File: src/rtl/ascon_pkg.sv
// ascon_pkg: state encoding, ASCON-128 IV and block-count helpers shared by the phase sequencer
package ascon_pkg;
  typedef enum logic [3:0] {
    S_IDLE, S_INIT, S_PA_I, S_KTAIL, S_ADX, S_PB_AD, S_DSEP, S_TX, S_PB_TX, S_FIN, S_PA_F, S_TAG
  } state_t;
  localparam logic [63:0] ASCON_128_IV = 64'h80400c0600000000;
  function automatic int n_ad_blocks(input int a_l, input int r);
    return (a_l == 0) ? 0 : a_l / r + 1;
  endfunction
  function automatic int n_txt_blocks(input int text_l, input int r);
    return text_l / r + 1;
  endfunction
endpackage

File: src/rtl/ascon_round_cnt.sv
// ascon_round_cnt: permutation round counter; load_a starts p^a at index 0, load_b starts p^b at A-B
module ascon_round_cnt #(
  parameter int A = 12,
  parameter int B = 6
) (
  input  logic       clk,
  input  logic       rst,
  input  logic       clr,
  input  logic       load_a,
  input  logic       load_b,
  input  logic       en,
  output logic       last,
  output logic [3:0] round_idx
);
  logic [3:0] rem;
  assign last = rem == '0;
  always_ff @(posedge clk) begin
    if (rst || clr) begin
      rem <= '0;
      round_idx <= '0;
    end else if (load_a) begin
      rem <= 4'(A - 1);
      round_idx <= '0;
    end else if (load_b) begin
      rem <= 4'(B - 1);
      round_idx <= 4'(A - B);
    end else if (en) begin
      rem <= rem - 4'd1;
      round_idx <= last ? '0 : round_idx + 4'd1;
    end
  end
endmodule

File: src/rtl/ascon_phase_ctrl.sv
// ascon_phase_ctrl: ASCON-128 AEAD phase sequencer driving one-hot datapath strobes and round index.
// Optional ASCON_PERF_CNT_EN adds a job-latency counter reported on `cycles`.
module ascon_phase_ctrl
  import ascon_pkg::*;
#(
  parameter int K      = 128,
  parameter int R      = 64,
  parameter int A      = 12,
  parameter int B      = 6,
  parameter int A_L    = 112,
  parameter int TEXT_L = 128
) (
  input  logic       clk,
  input  logic       rst,
  input  logic       enc_start,
  input  logic       dec_start,
  input  logic       abort,
  output logic       busy,
  output logic       enc_done,
  output logic       dec_done,
  output logic       start_err,
  output logic       mode_dec,
  output logic       load_init,
  output logic       key_xor_tail,
  output logic       absorb_ad,
  output logic       dom_sep,
  output logic       absorb_txt,
  output logic       key_xor_pre,
  output logic       tag_cap,
  output logic       round_en,
  output logic [3:0] round_idx,
  output logic [3:0] blk_idx,
  output logic [7:0] cycles
);
  localparam int N_AD = n_ad_blocks(A_L, R);
  localparam int N_T = n_txt_blocks(TEXT_L, R);
  localparam logic [63:0] IV = {8'(K), 8'(R), 8'(A), 8'(B), 32'h0};
  if (IV != ASCON_128_IV) begin : g_iv_check
    $error("ascon_phase_ctrl: parameters do not describe ASCON-128");
  end
  state_t state, nxt;
  logic idle, start, accept, last, load_a, load_b, en, pb_done, txt_last;
  assign idle = state == S_IDLE;
  assign start = enc_start | dec_start;
  assign accept = idle & start;
  assign txt_last = blk_idx == 4'(N_T - 1);
  assign load_a = state == S_INIT || state == S_FIN;
  assign load_b = state == S_ADX || (state == S_TX && !txt_last);
  assign en = state inside {S_PA_I, S_PB_AD, S_PB_TX, S_PA_F};
  assign pb_done = last && (state == S_PB_AD || state == S_PB_TX);
  ascon_round_cnt #(.A(A), .B(B)) u_cnt (
    .clk(clk), .rst(rst), .clr(abort), .load_a(load_a), .load_b(load_b), .en(en),
    .last(last), .round_idx(round_idx)
  );
  always_comb begin
    nxt = state;
    if (idle) nxt = start ? S_INIT : S_IDLE;
    else if (abort) nxt = S_IDLE;
    else
      case (state)
        S_INIT:  nxt = S_PA_I;
        S_PA_I:  nxt = last ? S_KTAIL : S_PA_I;
        S_KTAIL: nxt = (N_AD == 0) ? S_DSEP : S_ADX;
        S_ADX:   nxt = S_PB_AD;
        S_PB_AD: nxt = !last ? S_PB_AD : (blk_idx == 4'(N_AD - 1)) ? S_DSEP : S_ADX;
        S_DSEP:  nxt = S_TX;
        S_TX:    nxt = txt_last ? S_FIN : S_PB_TX;
        S_PB_TX: nxt = last ? S_TX : S_PB_TX;
        S_FIN:   nxt = S_PA_F;
        S_PA_F:  nxt = last ? S_TAG : S_PA_F;
        default: nxt = S_IDLE;
      endcase
  end
  // Strobes are decoded from the next state so every output comes straight from a flop
  always_ff @(posedge clk) begin
    if (rst) begin
      state <= S_IDLE;
      busy <= 1'b0;
      enc_done <= 1'b0;
      dec_done <= 1'b0;
      start_err <= 1'b0;
      mode_dec <= 1'b0;
      load_init <= 1'b0;
      key_xor_tail <= 1'b0;
      absorb_ad <= 1'b0;
      dom_sep <= 1'b0;
      absorb_txt <= 1'b0;
      key_xor_pre <= 1'b0;
      tag_cap <= 1'b0;
      round_en <= 1'b0;
      blk_idx <= '0;
    end else begin
      state <= nxt;
      busy <= nxt != S_IDLE;
      enc_done <= nxt == S_TAG && !mode_dec;
      dec_done <= nxt == S_TAG && mode_dec;
      start_err <= start && (!idle || (enc_start && dec_start));
      mode_dec <= accept ? !enc_start : mode_dec;
      load_init <= nxt == S_INIT;
      key_xor_tail <= nxt == S_KTAIL;
      absorb_ad <= nxt == S_ADX;
      dom_sep <= nxt == S_DSEP;
      absorb_txt <= nxt == S_TX;
      key_xor_pre <= nxt == S_FIN;
      tag_cap <= nxt == S_TAG;
      round_en <= nxt inside {S_PA_I, S_PB_AD, S_PB_TX, S_PA_F};
      blk_idx <= (nxt == S_IDLE || state == S_KTAIL || state == S_DSEP) ? '0 :
                 (pb_done && blk_idx != 4'hf) ? blk_idx + 4'd1 : blk_idx;
    end
  end
`ifdef ASCON_PERF_CNT_EN
  logic [7:0] cnt;
  always_ff @(posedge clk) begin
    if (rst) begin
      cnt <= '0;
      cycles <= '0;
    end else begin
      cnt <= accept ? '0 : busy ? cnt + 8'd1 : cnt;
      cycles <= tag_cap ? cnt : cycles;
    end
  end
`else
  assign cycles = '0;
`endif
endmodule

File: config.mk
export PLATFORM = sky130hd
export DESIGN_NAME = ascon_phase_ctrl
export DESIGN_NICKNAME = d
export VERILOG_FILES = /design/src/rtl/ascon_pkg.sv /design/src/rtl/ascon_round_cnt.sv /design/src/rtl/ascon_phase_ctrl.sv
export SDC_FILE = /design/constraint.sdc
export NUM_CORES = 1
export LEC_CHECK = 0
export BUFFER_PORTS_ARGS = -buffer_cell sky130_fd_sc_hd__buf_2
export CAP_MARGIN = 20
export CORE_MARGIN = 3
export CORE_UTILIZATION = 30
export CTS_CLUSTER_SIZE = 8
export DETAILED_ROUTE_END_ITERATION = 12
export PLACE_DENSITY = 0.54
export SLEW_MARGIN = 25
export SYNTH_ARGS = -nofsm -noshare
export SYNTH_HDL_FRONTEND = slang
export SYNTH_SLANG_ARGS = --single-unit
File: constraint.sdc
create_clock -name clk -period 5.6 [get_ports clk]
set_clock_uncertainty 0.1 [all_clocks]
set_input_delay 0.84 -clock clk [delete_from_list [all_inputs] [get_ports clk]]
set_output_delay 0.84 -clock clk [all_outputs]
set_load 0.01 [all_outputs]
# --- Word level (Yosys, flattened, before mapping) ---
# Cells that the tools add are included.
classes:
  add_sub_neg: 3
  eq_ne: 24
  n_mux: 16
  bitwise_logic: 2
  reduce_logical: 29
ops:
  columns: ["cell", "count"]
  rows:
  - ["$pmux 4 s10", 1]
  - ["$eq 4x3->1 const B", 8]
  - ["$eq 4x4->1 const B", 7]
  - ["$mux 4", 7]
  - ["$eq 4x2->1 const B", 5]
  - ["$eq 4x1->1 const B", 3]
  - ["$logic_not 4->1", 3]
  - ["$reduce_bool 4->1", 3]
  - ["$add 4x1->4 const B", 2]
  - ["$logic_and 1x1->1", 7]
  - ["$logic_or 1x1->1", 7]
  - ["$mux 3", 2]
  - ["$logic_not 1->1", 4]
  - ["$mux 1", 4]
  - ["$mux 2", 2]
  - ["$ne 4x4->1 const B", 1]
  - ["$reduce_or 2->1", 2]
  - ["$sub 4x1->4 const B", 1]
  - ["$reduce_bool 3->1", 1]
  - ["$reduce_or 3->1", 1]
  - ["$reduce_bool 2->1", 1]
  - ["$and 1x1->1", 1]
  - ["$or 1x1->1", 1]
totals:
  reg_bits: 29
  input_bits: 5
  output_inout_bits: 29
  word_cells: 93

# --- Depth between registers and ports, before layout ---
logic_depth:
  word_depth: 10
  depth_mapped: 7
  mapped_depth_nobuf: 7

# --- Modules after synthesis ---
# From an unflattened synthesis, not the netlist that was laid out.
unflattened:
  hier_cells: 170
  area_unflattened_um2: 1610.3
by_module_without_submodules:
  columns: ["module", "instances", "cells_each", "area_per_inst_um2", "seq_area_each_um2"]
  rows:
  - ["ascon_phase_ctrl", 1, 124, 1178.6, 420.4]
  - ["ascon_round_cnt", 1, 46, 431.7, 160.2]

# --- Worst setup path after synthesis ---
# No wires, ideal clock.
synth_path:
  path_type: "flip-flop to flip-flop"
  start: "register u_cnt.rem[0]"
  end: "register dec_done"
  setup_ps: 115
  arrival_ps: 1853
  required_time_ps: 5385
  path_slack_ps: 3532
  stages_incl_launch_ff: 8
  path_buffers: 0
  period_less_slack_ps: 2068
  path_cell_list: "dfxtp_1 -> inv_1 -> ha_1 -> or3b_4 -> mux2_2 -> a211o_1 -> and3_1 -> and2_1"
synth_between:
  elab_chain_cells: 7
  word_cells_on_any_way: 10
  classes_between: "eq/ne (1); mux (7); reduce/logical (2)"
synth_lines:
  columns: ["item", "line_no", "text"]
  rows:
  - ["from (decl)", "ascon_round_cnt.sv:15", "logic [3:0] rem;"]
  - ["from (signal assigned)", "ascon_round_cnt.sv:22", "rem <= 4'(A - 1);"]
  - ["from (signal assigned)", "ascon_round_cnt.sv:25", "rem <= 4'(B - 1);"]
  - ["from (signal assigned)", "ascon_round_cnt.sv:28", "rem <= rem - 4'd1;"]
  - ["$logic_not 4->1 (*)", "ascon_round_cnt.sv:16", "assign last = rem == '0;"]
  - ["$mux 1 (tied with other cells)", "ascon_phase_ctrl.sv:62, ascon_phase_ctrl.sv:70", null]
  - ["$pmux 4 s10 (*)", "ascon_phase_ctrl.sv:60", "case (state)"]
  - ["$mux 4 (*)", "ascon_phase_ctrl.sv:58", "else if (abort) nxt = S_IDLE;"]
  - ["$mux 4 (*)", "ascon_phase_ctrl.sv:57", "if (idle) nxt = start ? S_INIT : S_IDLE;"]
  - ["$eq 4x4->1 (*)", "ascon_phase_ctrl.sv:96", "dec_done <= nxt == S_TAG && mode_dec;"]
  - ["$logic_and 1x1->1 (*)", "ascon_phase_ctrl.sv:96", null]
  - ["to (signal assigned)", "ascon_phase_ctrl.sv:96", null]
  - ["to (decl)", "ascon_phase_ctrl.sv:20", "output logic dec_done,"]
# Every way passes the cells marked *; elsewhere a longest branch is shown, timed or not.
# A chain may end at the register's enable or synchronous reset.

# --- Worst setup path in the final report ---
layout_path:
  start: "register u_cnt.rem[0]"
  end: "register round_en"
layout_between:
  elab_chain_cells: 7
  word_cells_on_any_way: 13
  classes_between: "eq/ne (4); mux (7); reduce/logical (2)"
layout_lines:
  columns: ["item", "line_no", "text"]
  rows:
  - ["$logic_not 4->1 (*)", "ascon_round_cnt.sv:16", null]
  - ["$mux 1 (tied with other cells)", "ascon_phase_ctrl.sv:62, ascon_phase_ctrl.sv:70", null]
  - ["$pmux 4 s10 (*)", "ascon_phase_ctrl.sv:60", null]
  - ["$mux 4 (*)", "ascon_phase_ctrl.sv:58", null]
  - ["$mux 4 (*)", "ascon_phase_ctrl.sv:57", null]
  - ["$eq 4x2->1 (tied with other cells)", "ascon_phase_ctrl.sv:106", "round_en <= nxt inside {S_PA_I, S_PB_AD, S_PB_TX, S_PA_F};"]
  - ["$reduce_bool 4->1 (*)", "ascon_phase_ctrl.sv:106", null]
  - ["to (signal assigned)", "ascon_phase_ctrl.sv:106", null]
  - ["to (decl)", "ascon_phase_ctrl.sv:30", "output logic round_en,"]
# Marked as above.

==> run metrics <==
status=finished, final reports clean; H-Tree Depth=2; Max-slew headroom=between 50% and 60%; Vias/cell=about 4.7; Longest Clk Path Bufs=2; number of synthesized register bits=29; final hold vios=0; Setup WS pre-CTS=3.265 ns; register-to-register setup slack=3.31 ns; CP Launch Type=flip-flop; root buffer cell=clkbuf_8; clk sink count=29; Post-Layout Inst Area=1683 sq um; height of the die=75.71 um; die area=5731 sq um; core area=4534 sq um; number of flops mapped to enable cells by yosys=0; drt pass-1 iters=4; ANT cells=0; largest net degree at the start of global routing=21; Critical Setup Path Class=flip-flop to flip-flop; # rows=24; drt first-iter violations=between 70 and 80; WL final=3.143 mm; gr usage total=12.41%; Crit path required time=around 5.7 ns; TritonCTS Buffers=5; WHS Endpoint=enc_done$_SDFF_PP0_; Synth Flop Type=dfxtp_1; clk slew on worst S/H paths=around 0.07 ns; # IOs=34; Mean Syn Cell Area=about 8.4 sq um; register area share after synthesis=39.83%; Util after Layout=roughly 37%; Via Count=roughly 1.2k; Nets=about 210; placed inst area=around 1600 sq um; # setup viols final=0; clock tree from TritonCTS=built; # Post-CTS Setup Buffers=0; reg2reg end=round_en$_SDFF_PP0_; ANT nets after route=0; Syn Std Cell Area=around 1500 sq um; Max-Cap Viols=0; die width=around 76 um; Pleak=0.7134 nW; worst r2r src=u_cnt.rem[0]$_SDFFE_PP0P_; Layout area overhead=15.45%; Hold Crit Class=flip-flop to flip-flop; wire per inst=approximately 12 um; HP Start=mode_dec$_SDFFE_PP0P_; crit path DAT=2.39 ns; Pwr Total=between 0.0004 and 0.0005 W; layout cells sized above 1=between 10% and 20%; Mapped Cells=174; WHS Path Cells=1; Max FO, Critical Path=8; slew of the pin with the lowest slew margin=about 0.66 ns; post-CTS sizing=0; reg2reg path depth=7; VDD IR max=a little over 0.08 mV; fin crit share=between 40% and 50%; fin worst setup slack=around 3.3 ns; first-pass GRT wire length=roughly 5.3 mm; initial antenna violation count=0; hpwl dp=roughly 2.3 mm; Ys Warns=0; Post-synth ARST share=0%; fmax=around 0.44 GHz; Crit. End Element=flip-flop; P per Cell Area=roughly 260 nW/um^2; RSZ-0062 raised after global routing=false; DR DRC count=0; Final Max Slew Viols=0; port bufs=25; worst skew pair latency=~0.28 ns; Initial Util=about a third; vias in the first global route=approximately 1.1k; FILL cells=490; post-layout min period=2.285 ns; setup TNS=0 ns; total global routing overflow=0; post-synthesis cell type count=46; RePlAce Congestion=0.7512; # hold bufs at CTS=0
==> synth_stat cells, types with 2 or more instances <==
master	number	area, sq um
ha_1	5	62.56
mux2_2	2	22.52
o21ai_1	2	10.01
xnor2_1	3	26.28
buf_4	8	60.06
nand4_1	2	12.51
nand2_1	15	56.30
nor2_1	19	71.32
nor4_1	3	18.77
nor2b_1	4	25.02
xor2_1	5	43.79
buf_2	3	15.01
nor3_1	3	15.01
nor3b_1	5	37.54
clkbuf_1	3	11.26
a31oi_1	2	12.51
and3b_1	2	17.52
inv_1	8	30.03
o21ai_0	7	35.03
and2_1	2	12.51
and3_1	2	12.51
o22ai_1	2	12.51
a21oi_1	11	55.05
a211oi_1	3	22.52
dfxtp_1	29	580.6
nand3_1	4	20.02
==> through the flow <==
step / instances / hold slack (ns)
after floorplan: 181 / 0.3676
after global placement: 256 / 0.3518
after detailed placement: 256 / 0.3524
after CTS: 264 / 0.3660
after global routing: 264 / 0.3841
final: 264 / 0.3677
==> flip-flops by register name, summed over array words and instances (netlist names) <==
register / cells
enc_done: 1
dom_sep: 1
absorb_txt: 1
key_xor_tail: 1
blk_idx: 4
state: 4
round_en: 1
u_cnt.rem: 4
mode_dec: 1
tag_cap: 1
key_xor_pre: 1
load_init: 1
start_err: 1
absorb_ad: 1
busy: 1
u_cnt.round_idx: 4
dec_done: 1
==> worst max-delay path, cell delays in order, from the launching register on <==
cell and delay (ns):
dfxtp_1 0.31, inv_1 0.08, ha_1 0.22, or3b_4 0.43, mux2_2 0.28, a211o_1 0.40
or2_0 0.25, a21oi_2 0.15
==> worst max-delay path by stage <==
stage                               from             endpoint  slack (ns)  cells past startpoint
2_1_floorplan  u_cnt.rem[0]$_SDFFE_PP0P_  dec_done$_SDFF_PP0_        3.53                      7
3_5_place_dp                   enc_start  enc_done$_SDFF_PP0_        3.27                      6
3_3_place_gp                   dec_start  round_en$_SDFF_PP0_        3.26                      6
6_report       u_cnt.rem[0]$_SDFFE_PP0P_  round_en$_SDFF_PP0_        3.31                      7
4_1_cts        u_cnt.rem[0]$_SDFFE_PP0P_  round_en$_SDFF_PP0_        3.31                      7
5_1_grt        u_cnt.rem[0]$_SDFFE_PP0P_  dec_done$_SDFF_PP0_        3.12                      7
==> area by class of cell <==
| type | instances | area (sq um) | share of cell area (%) |
|---|---|---|---|
| timing repair buffer | 25 | 125.1 | 7.435 |
| clock inverter | 2 | 10.01 | 0.5948 |
| tap | 65 | 81.33 | 4.833 |
| multi-input combinational | 129 | 783.3 | 46.54 |
| sequential | 29 | 580.6 | 34.50 |
| clock buffer | 6 | 72.57 | 4.312 |
| inverter | 8 | 30.03 | 1.784 |
==> layout by cell type, fill, tap and decap left out, types with 3 or more instances in the layout <==
cell type and n:
a211oi_1 3, a21oi_1 11, buf_2 25, clkbuf_8 5
conb_1 8, dfxtp_1 29, ha_1 5, inv_1 8
nand2_1 15, nand3_1 4, nor2_1 19, nor2b_1 4
nor3_1 3, nor3b_1 5, nor4_1 3, o21ai_0 7
xnor2_1 3, xor2_1 5
==> metal layers <==
metal	vias up	routed length [um]	track usage, %
met3	5	205	3.562
met5	-	0	0
met4	0	57	6.408
met2	35	1240	15.82
li1	646	-	-
met1	545	1640	18.49
==> kinds of logic after synthesis <==
group / count (synthesis) / synth area share [%]
AO/OA/AOI/OAI: 39 / 17.25
XOR/XNOR: 8 / 4.807
adder cells (fa/ha/maj): 5 / 4.292
buffers and inverters: 23 / 8.240
flip-flops: 29 / 39.83
multiplexers: 2 / 1.545
other: 1 / 0.2573
AND/OR/NAND/NOR: 67 / 23.78
==> report_power, final <==
part,internal (W),switching (W),leakage [nW]
clock,0.0000859,0.0000803,0.0450
combinational,0.0000209,0.0000320,0.433
sequential,0.000212,0.00000842,0.235
total,0.000319,0.000121,0.713
No activity file was read; power rests on OpenSTA's default activity.
